File: config.mk
export PLATFORM = sky130hd
export DESIGN_NAME = div_unit_seq
export DESIGN_NICKNAME = d
export VERILOG_FILES = /design/src/rtl/div_unit_seq.sv
export SDC_FILE = /design/constraint.sdc
export NUM_CORES = 1
export LEC_CHECK = 0
export ABC_AREA = 1
export ABC_CLOCK_PERIOD_IN_PS = 10000
export BUFFER_PORTS_ARGS = -buffer_cell sky130_fd_sc_hd__buf_4
export CORE_ASPECT_RATIO = 2
export CORE_MARGIN = 5
export CORE_UTILIZATION = 42
export CTS_CLUSTER_DIAMETER = 150
export DETAILED_ROUTE_END_ITERATION = 10
export HOLD_SLACK_MARGIN = 0.12
export SKIP_LAST_GASP = 1
export SLEW_MARGIN = 20
export SYNTH_ARGS = -nofsm -noshare
export SYNTH_HDL_FRONTEND = slang
export SYNTH_SLANG_ARGS = --single-unit
File: constraint.sdc
create_clock -name clk -period 10 [get_ports clk]
set_input_delay 1 -clock clk [delete_from_list [all_inputs] [get_ports clk]]
set_output_delay 1 -clock clk [all_outputs]
set_load 0.02 [all_outputs]
File: src/rtl/div_unit_seq.sv
// div_unit_seq
//   Iterative radix-2 restoring divider for the RV32M DIV, DIVU, REM and REMU
//   instructions. It sits in the execute stage beside the ALU. The registered
//   result drives the divide leg of the writeback mux. The control unit stalls
//   the pipeline while busy is high.
//
//   Optional build macro: DIV_UNIT_EARLY_OUT_EN
//     When it is defined, three cases finish at the accepting edge and never
//     enter RUN: divide by zero, signed overflow and |a| < |b|.
//     When it is undefined, every operation runs all N iterations.
//     Both builds give bit-identical results.
//
// Ports
//   clk     rising-edge clock
//   rst     asynchronous reset, active low
//   start   operation request; sampled only in IDLE or DONE
//   op      funct3[1:0]: 00 DIV, 01 DIVU, 10 REM, 11 REMU
//   a       dividend (rs1)
//   b       divisor (rs2)
//   busy    high while iterating (RUN)
//   done    one-cycle pulse; result is valid
//   result  quotient or remainder; held until the next accepted start
//
// state | meaning
// ------+--------------------------------------------------
// IDLE  | waiting for start
// RUN   | one restoring iteration per clock; busy high
// DONE  | result loaded; done high for one cycle

module div_unit_seq #(
  parameter int N = 32
) (
  input  logic         clk,
  input  logic         rst,
  input  logic         start,
  input  logic [1:0]   op,
  input  logic [N-1:0] a,
  input  logic [N-1:0] b,
  output logic         busy,
  output logic         done,
  output logic [N-1:0] result
);

  localparam int CW = $clog2(N + 1);

  typedef enum logic [1:0] {
    IDLE = 2'd0,
    RUN  = 2'd1,
    DONE = 2'd2
  } state_t;

  state_t         state;
  logic           is_rem;
  logic [N-1:0]   quo;
  logic [N-1:0]   rem;
  logic [N-1:0]   dvs;
  logic [CW-1:0]  cnt;
  logic           neg_q;
  logic           neg_r;

  // Operand conditioning at the accepting edge.
  logic           is_signed;
  logic           a_neg;
  logic           b_neg;
  logic [N-1:0]   mag_a;
  logic [N-1:0]   mag_b;
  logic           b_zero;
  logic           take_early;
  logic [N-1:0]   early_res;

  assign is_signed = ~op[0];
  assign a_neg     = is_signed & a[N-1];
  assign b_neg     = is_signed & b[N-1];
  assign mag_a     = a_neg ? (~a + 1'b1) : a;
  assign mag_b     = b_neg ? (~b + 1'b1) : b;
  assign b_zero    = (b == '0);

`ifdef DIV_UNIT_EARLY_OUT_EN
  logic ovf;
  logic a_lt_b;

  assign ovf    = is_signed && (a == {1'b1, {(N-1){1'b0}}}) && (b == '1);
  assign a_lt_b = (mag_a < mag_b);

  assign take_early = b_zero | ovf | a_lt_b;

  // The zero-divisor case is tested first. Overflow cannot coincide with
  // |a| < |b|, because |a| = 2^(N-1) and |b| = 1 in that case.
  always_comb begin
    early_res = '0;
    if (b_zero) begin
      early_res = op[1] ? a : '1;
    end else if (ovf) begin
      early_res = op[1] ? '0 : {1'b1, {(N-1){1'b0}}};
    end else begin
      early_res = op[1] ? a : '0;
    end
  end
`else
  assign take_early = 1'b0;
  assign early_res  = '0;
`endif

  // One restoring step. The invariant rem < dvs holds throughout, so bit N of
  // the N+1-bit difference is a clean borrow flag. A zero divisor also needs
  // no special case here: every trial succeeds, so the quotient becomes all
  // ones and the remainder becomes |a|.
  logic [N:0]   shifted;
  logic [N:0]   diff;
  logic         fits;
  logic [N-1:0] rem_nx;
  logic [N-1:0] quo_nx;
  logic [N-1:0] quo_fix;
  logic [N-1:0] rem_fix;
  logic [N-1:0] final_res;

  assign shifted   = {rem, quo[N-1]};
  assign diff      = shifted - {1'b0, dvs};
  assign fits      = ~diff[N];
  assign rem_nx    = fits ? diff[N-1:0] : shifted[N-1:0];
  assign quo_nx    = {quo[N-2:0], fits};
  assign quo_fix   = neg_q ? (~quo_nx + 1'b1) : quo_nx;
  assign rem_fix   = neg_r ? (~rem_nx + 1'b1) : rem_nx;
  assign final_res = is_rem ? rem_fix : quo_fix;

  always_ff @(posedge clk or negedge rst) begin
    if (!rst) begin
      state  <= IDLE;
      busy   <= 1'b0;
      done   <= 1'b0;
      result <= '0;
      is_rem <= 1'b0;
      quo    <= '0;
      rem    <= '0;
      dvs    <= '0;
      cnt    <= '0;
      neg_q  <= 1'b0;
      neg_r  <= 1'b0;
    end else begin
      case (state)
        IDLE, DONE: begin
          if (start) begin
            is_rem <= op[1];
            quo    <= mag_a;
            dvs    <= mag_b;
            rem    <= '0;
            // A zero divisor must still give an all-ones quotient, so the
            // quotient sign is dropped in that case.
            neg_q  <= (a_neg ^ b_neg) & ~b_zero;
            neg_r  <= a_neg;
            if (take_early) begin
              cnt    <= '0;
              state  <= DONE;
              busy   <= 1'b0;
              done   <= 1'b1;
              result <= early_res;
            end else begin
              cnt   <= CW'(N);
              state <= RUN;
              busy  <= 1'b1;
              done  <= 1'b0;
            end
          end else begin
            state <= IDLE;
            busy  <= 1'b0;
            done  <= 1'b0;
          end
        end

        RUN: begin
          rem <= rem_nx;
          quo <= quo_nx;
          cnt <= cnt - 1'b1;
          if (cnt == CW'(1)) begin
            state  <= DONE;
            busy   <= 1'b0;
            done   <= 1'b1;
            result <= final_res;
          end
        end

        default: begin
          state <= IDLE;
          busy  <= 1'b0;
          done  <= 1'b0;
        end
      endcase
    end
  end

endmodule

# After elaboration in Yosys (flattened, before gate mapping)

Cells that the tools add are included.

Reduce and logical (&&, ||, !) cells: 7
Multiplexer cells: 20
Eq/ne operators: 5
Bitwise logic cells: 11
Add/subtract/negate cells: 6

Operator list:

| kind                    | number |
|---|---|
| $mux W32                | 8 |
| $add A32 B1 Y32 const B | 4 |
| $not A32 Y32            | 4 |
| $pmux W32 S2            | 2 |
| $sub A33 B32 Y33        | 1 |
| $logic_not A32 Y1       | 1 |
| $pmux W6 S2             | 1 |
| $eq A6 B1 Y1 const B    | 1 |
| $mux W6                 | 1 |
| $reduce_and A2 Y1       | 3 |
| $sub A6 B1 Y6 const B   | 1 |
| $mux W1                 | 5 |
| $ne A2 B2 Y1 const B    | 2 |
| $pmux W2 S2             | 1 |
| $and A1 B1 Y1           | 3 |
| $not A1 Y1              | 3 |
| $eq A2 B1 Y1 const B    | 1 |
| $eq A2 B2 Y1 const B    | 1 |
| $logic_not A2 Y1        | 1 |
| $mux W2                 | 1 |
| $pmux W1 S2             | 1 |
| $reduce_bool A2 Y1      | 1 |
| $reduce_or A2 Y1        | 1 |
| $xor A1 B1 Y1           | 1 |

Input port bits: 69
Register bits: 141

# Longest topological paths before layout

Depth in word-level cells: 6
Depth in mapped cells: 30
Gate-level depth less buffers: 29

# Worst setup path before layout

No wires, ideal clock.

Kind: reg2reg
Start point: reg quo[31]
End point: reg result[26]
Arrival time: 3.548 ns
Path buffers: 1
Data required time: 9.923 ns
Path slack: 6.375 ns
Setup time: 0.077 ns
Stages on the path, launching flop included: 31
Path through: dfrtp_1 > inv_1 > ha_1 > fa_1 > inv_1 > nand2_1 > nand2_1 > nand3_1 > nand2_2 > nand2_2 > nand2_2 > nand2_4 > nand2_4 > nand2_4 > nand2_4 > buf_2 > ha_1 > nand3_1 > nor2_1 > nand2_1 > nor2_1 > nand3_1 > nor3_1 > nand3_1 > nand2_1 > o21ai_0 > nand2_1 > nand2_1 > o21ai_0 > inv_1 > a21oi_1

Longest elaborated chain between the ends: 6

RTL lines:

| item                                          | line     | text |
|---|---|---|
| start: declaration                            | 54       | `logic [N-1:0] quo;` |
| start signal: assignment                      | 144      | `quo <= mag_a;` |
| start signal: assignment                      | 172      | `quo <= quo_nx;` |
| $sub A33 B32 Y33                              | 118      | `assign diff = shifted - {1'b0, dvs};` |
| $mux W32 / $not A1 Y1 (equally long branches) | 120, 119 |  |
| $not A32 Y32 (on tied branches)               | 123, 122 |  |
| $add A32 B1 Y32 (on tied branches)            | 123, 122 |  |
| $mux W32 (on tied branches)                   | 123, 122 |  |
| $mux W32 *                                    | 124      | `assign final_res = is_rem ? rem_fix : quo_fix;` |
| end signal: assignment                        | 156      | `result <= early_res;` |
| end signal: assignment                        | 178      | `result <= final_res;` |
| end: declaration                              | 41       | `output logic [N-1:0] result` |

Every way passes the cells marked *; elsewhere a longest branch is shown, timed or not.
A chain may end at the register's enable or synchronous reset.

# Final worst setup path

Start point: reg dvs[16]
End point: reg result[26]

Longest elaborated chain between the ends: 6

RTL lines:

| item                                          | line     | text |
|---|---|---|
| start: declaration                            | 56       | `logic [N-1:0] dvs;` |
| start signal: assignment                      | 145      | `dvs <= mag_b;` |
| $sub A33 B32 Y33 *                            | 118      |  |
| $mux W32 / $not A1 Y1 (equally long branches) | 120, 119 |  |
| $not A32 Y32 (on tied branches)               | 123, 122 |  |
| $add A32 B1 Y32 (on tied branches)            | 123, 122 |  |
| $mux W32 (on tied branches)                   | 123, 122 |  |
| $mux W32 *                                    | 124      |  |

Marked as above.

==> metrics <==
status complete, no violations; Synth cell types 50; Port-buffer cells 102; Worst EP arrival 5.05 ns; worst reg2reg path endpoint result[26]; highest clock rate 213.8 MHz; Post-Syn Instances ~2,000; first-pass GRT wire length between 60 and 70 mm; router iterations before antenna repair 5; CP Capture Type register; antenna violations before repair 0; Filler Cells Inserted about 3,100; NumNets Final about 2,100; RePlAce Congestion around 0.96; CTS root buf clkbuf_16; top-level I/O count 103; worst slew pin tran roughly 1.1 ns; Iter 0 DRT Violations approximately 770; gr usage total 27.86%; Die X between 100 and 150 um; RSZ-0062 raised after global routing no; Core Footprint a little under 0.03 mm2; Post-DP Area between 0.01 and 0.015 mm2; Post-synth EDFFs 0; via count about 13,000; CTS tree built; syn_nets 2,077; Final ANT Viol Nets 0; Critical Path Sink result[26]; # DRC 0; Initial Utilization 42.53%; slew margin rel. between 20% and 30%; Final Power ~1.3 mW; PD cells a little under 100 mW/mm2; worst path required time 10.38 ns; Clock Latency Late Sink roughly 0.45 ns; Worst R2R Start dvs[16]; DPL Wire Length 36.31 mm; hold crit path type reg -> reg; PostCTS Resize Cnt 0; DR vias/cell around 5.3; CTS sink cnt about 140; routed wire length ~45 mm; YS warnings 0; R2R Setup Slk 5.32 ns; final worst-path cycle share 46.76%; row count just under 90; die area between 0.03 and 0.04 mm2; vias in the first global route 12,780; Post-CTS Setup Inserts 0; Main synth FF type dfrtp_1; Hold Buf Count CTS 0; Crit Path Class reg -> reg; Final Max Tran Viols 0; post-synthesis sequential area ratio between 20 and 30%; Num CTS Buffers 17; Setup crit start dvs[16]; fraction of layout cells with a size suffix above 1 between 10% and 20%; Synth Register Bits between 100 and 150; crit start category register; Post-Layout Inst Area 0.01393 mm2; post-synth design cell area about 0.012 mm2; largest net degree at the start of global routing 72; Mean Syn Cell Area 6.255 um2; Peak VDD IR 0.1163 mV; ant diodes 0; CP Max Fanout 45; Longest Clk Path Bufs 2; CTS clk-pin slew, worst paths approximately 0.07 ns; CTS H-Tree Depth 4; Die Span Y around 250 um; area delta synth->final 13.07%; endpoints failing setup 0; Async SR Flop Fraction 100.0%; Hold Vio Cnt, Final 0; Maximum Capacitance Violations 0; GR Overflow Total 0; Fin Clk Skew roughly 0.013 ns; reg2reg path depth 25; DR WL/cell ~19 um; Pleak between 7 and 8 nW; setup TNS 0 ns; fin crit period ~4.7 ns
-- layout by cell type, fill, tap and decap left out, drive strengths merged --
cell type  instances
nor4               4
o21bai             2
nand2            645
nor3              26
nor2             227
xor2              40
o221ai            30
a21oi             95
mux2i              1
xnor2             25
o32ai              1
and3               2
fa                 1
nand3            149
bufinv             3
clkinv             7
a21o               2
nand3b            12
clkbuf            17
o41ai              1
o31ai              2
o21ai            111
o211ai             5
or2                1
or4                1
inv              296
nor3b              1
dfrtp            139
buf              113
nand4             15
and2               2
a31oi             11
o22ai             28
ha                38
-- final cells by class --
| class | instances | area [um2] | share of cell area, % |
|---|---|---|---|
| flip-flops and latches | 139 | 3478 | 24.98 |
| well taps | 360 | 450.4 | 3.234 |
| inverters | 291 | 1092 | 7.843 |
| clock inverters | 15 | 186.4 | 1.339 |
| clock buffers | 17 | 425.4 | 3.055 |
| multi-input cells | 1478 | 7442 | 53.44 |
| repair buffers | 113 | 852.1 | 6.118 |
-- state kept, by name, summed over array words and instances, names as in the netlist --
signal,count
neg_r,1
result,32
dvs,32
neg_q,1
state,1
cnt,6
rem,32
quo,32
done,1
is_rem,1
-- cell families (layout without fill, tap and decap cells) --
kind of cell,Yosys count,in the layout,synth area share (%)
compound gates,288,288,13.54
simple gates,1085,1085,38.07
mux,1,1,0.08127
buf+inv,352,436,11.42
fa+ha+maj,39,39,4.023
xor+xnor,65,65,4.622
flops,139,139,28.24
-- routing by layer --
metal | routed length, um | global-route usage [%] | part of all wire, %
met1 | 15760 | 27.79 | 35
met2 | 24110 | 51.27 | 53
met3 | 1323 | 3.257 | 2.9
met4 | 3954 | 20.15 | 8.8
met5 | 0 | 0 | 0
-- report_power, final --
part	internal, mW	total [mW]	switching (mW)
sequential	0.562	0.562	0
combinational	0.0356	0.0985	0.0628
clock	0.397	0.680	0.282
-- worst max-delay path, stage by stage (launching register included) --
cell     delay, ns
dfrtp_1       0.33
inv_1         0.10
ha_1          0.42
nand2_1       0.14
nor2_1        0.29
nand2_1       0.14
nor2_2        0.25
nand2_4       0.11
nand2_4       0.09
nand2_4       0.10
nand2_4       0.44
ha_1          0.31
nand3_1       0.13
nor2_1        0.19
nand2_1       0.09
nor2_1        0.15
nand3_1       0.12
nor3_1        0.26
nand3_1       0.12
nand2_1       0.17
o21ai_0       0.14
nand2_1       0.09
nand2_1       0.05
o21ai_0       0.17
inv_1         0.05
a21oi_1       0.13
-- synthesized netlist by cell type (2+ instances only) --
library cell,n,area [um2]
buf_1,5,18.77
o211ai_1,5,37.54
a21o_1,2,15.01
nand2_4,8,90.09
a21oi_2,4,35.03
ha_1,38,475.5
nor3_1,26,130.1
a31oi_1,11,68.82
nand2_2,40,250.2
nand3_2,6,60.06
inv_2,6,22.52
xnor2_1,25,219.0
nand2_1,596,2237
nand3_1,142,710.7
o221ai_1,30,262.8
nor2_2,13,81.33
buf_6,5,56.30
clkbuf_1,39,146.4
o31ai_1,2,15.01
o21ai_0,107,535.5
o21ai_1,3,15.01
and2_1,2,12.51
o21bai_1,2,15.01
buf_4,7,52.55
a21oi_1,90,450.4
nor4_1,4,25.02
buf_2,4,20.02
and3_1,2,12.51
nor2_1,210,788.3
o22ai_1,28,175.2
nor2_4,4,45.04
dfrtp_1,139,3478
inv_1,284,1066
nand3b_1,11,82.58
nand4_1,15,93.84
xor2_1,40,350.3
-- worst min-delay path by stage --
stage / start / endpoint / cells past startpoint
CTS: dvs[29] / dvs[29] / 2
finish: dvs[25] / dvs[25] / 2
detailed placement: dvs[29] / dvs[29] / 2
global route: dvs[25] / dvs[25] / 2
global placement: dvs[19] / dvs[19] / 2
floorplan: cnt[5] / cnt[5] / 1
-- stage by stage --
| stage | utilization (%) | setup slack [ns] | hold slack, ns | instances |
|---|---|---|---|---|
| 6_report | 48.09 | 5.324 | 0.4864 | 2413 |
| 5_1_grt | 48.09 | 4.858 | 0.5056 | 2413 |
| 4_1_cts | 48.09 | 5.315 | 0.4893 | 2413 |
| 3_5_place_dp | 45.98 | 5.346 | 0.4735 | 2381 |
| 3_3_place_gp | 45.98 | 5.365 | 0.4700 | 2381 |
| 2_1_floorplan | - | 6.375 | 0.4527 | 1969 |
No activity file was read; power rests on OpenSTA's default activity.
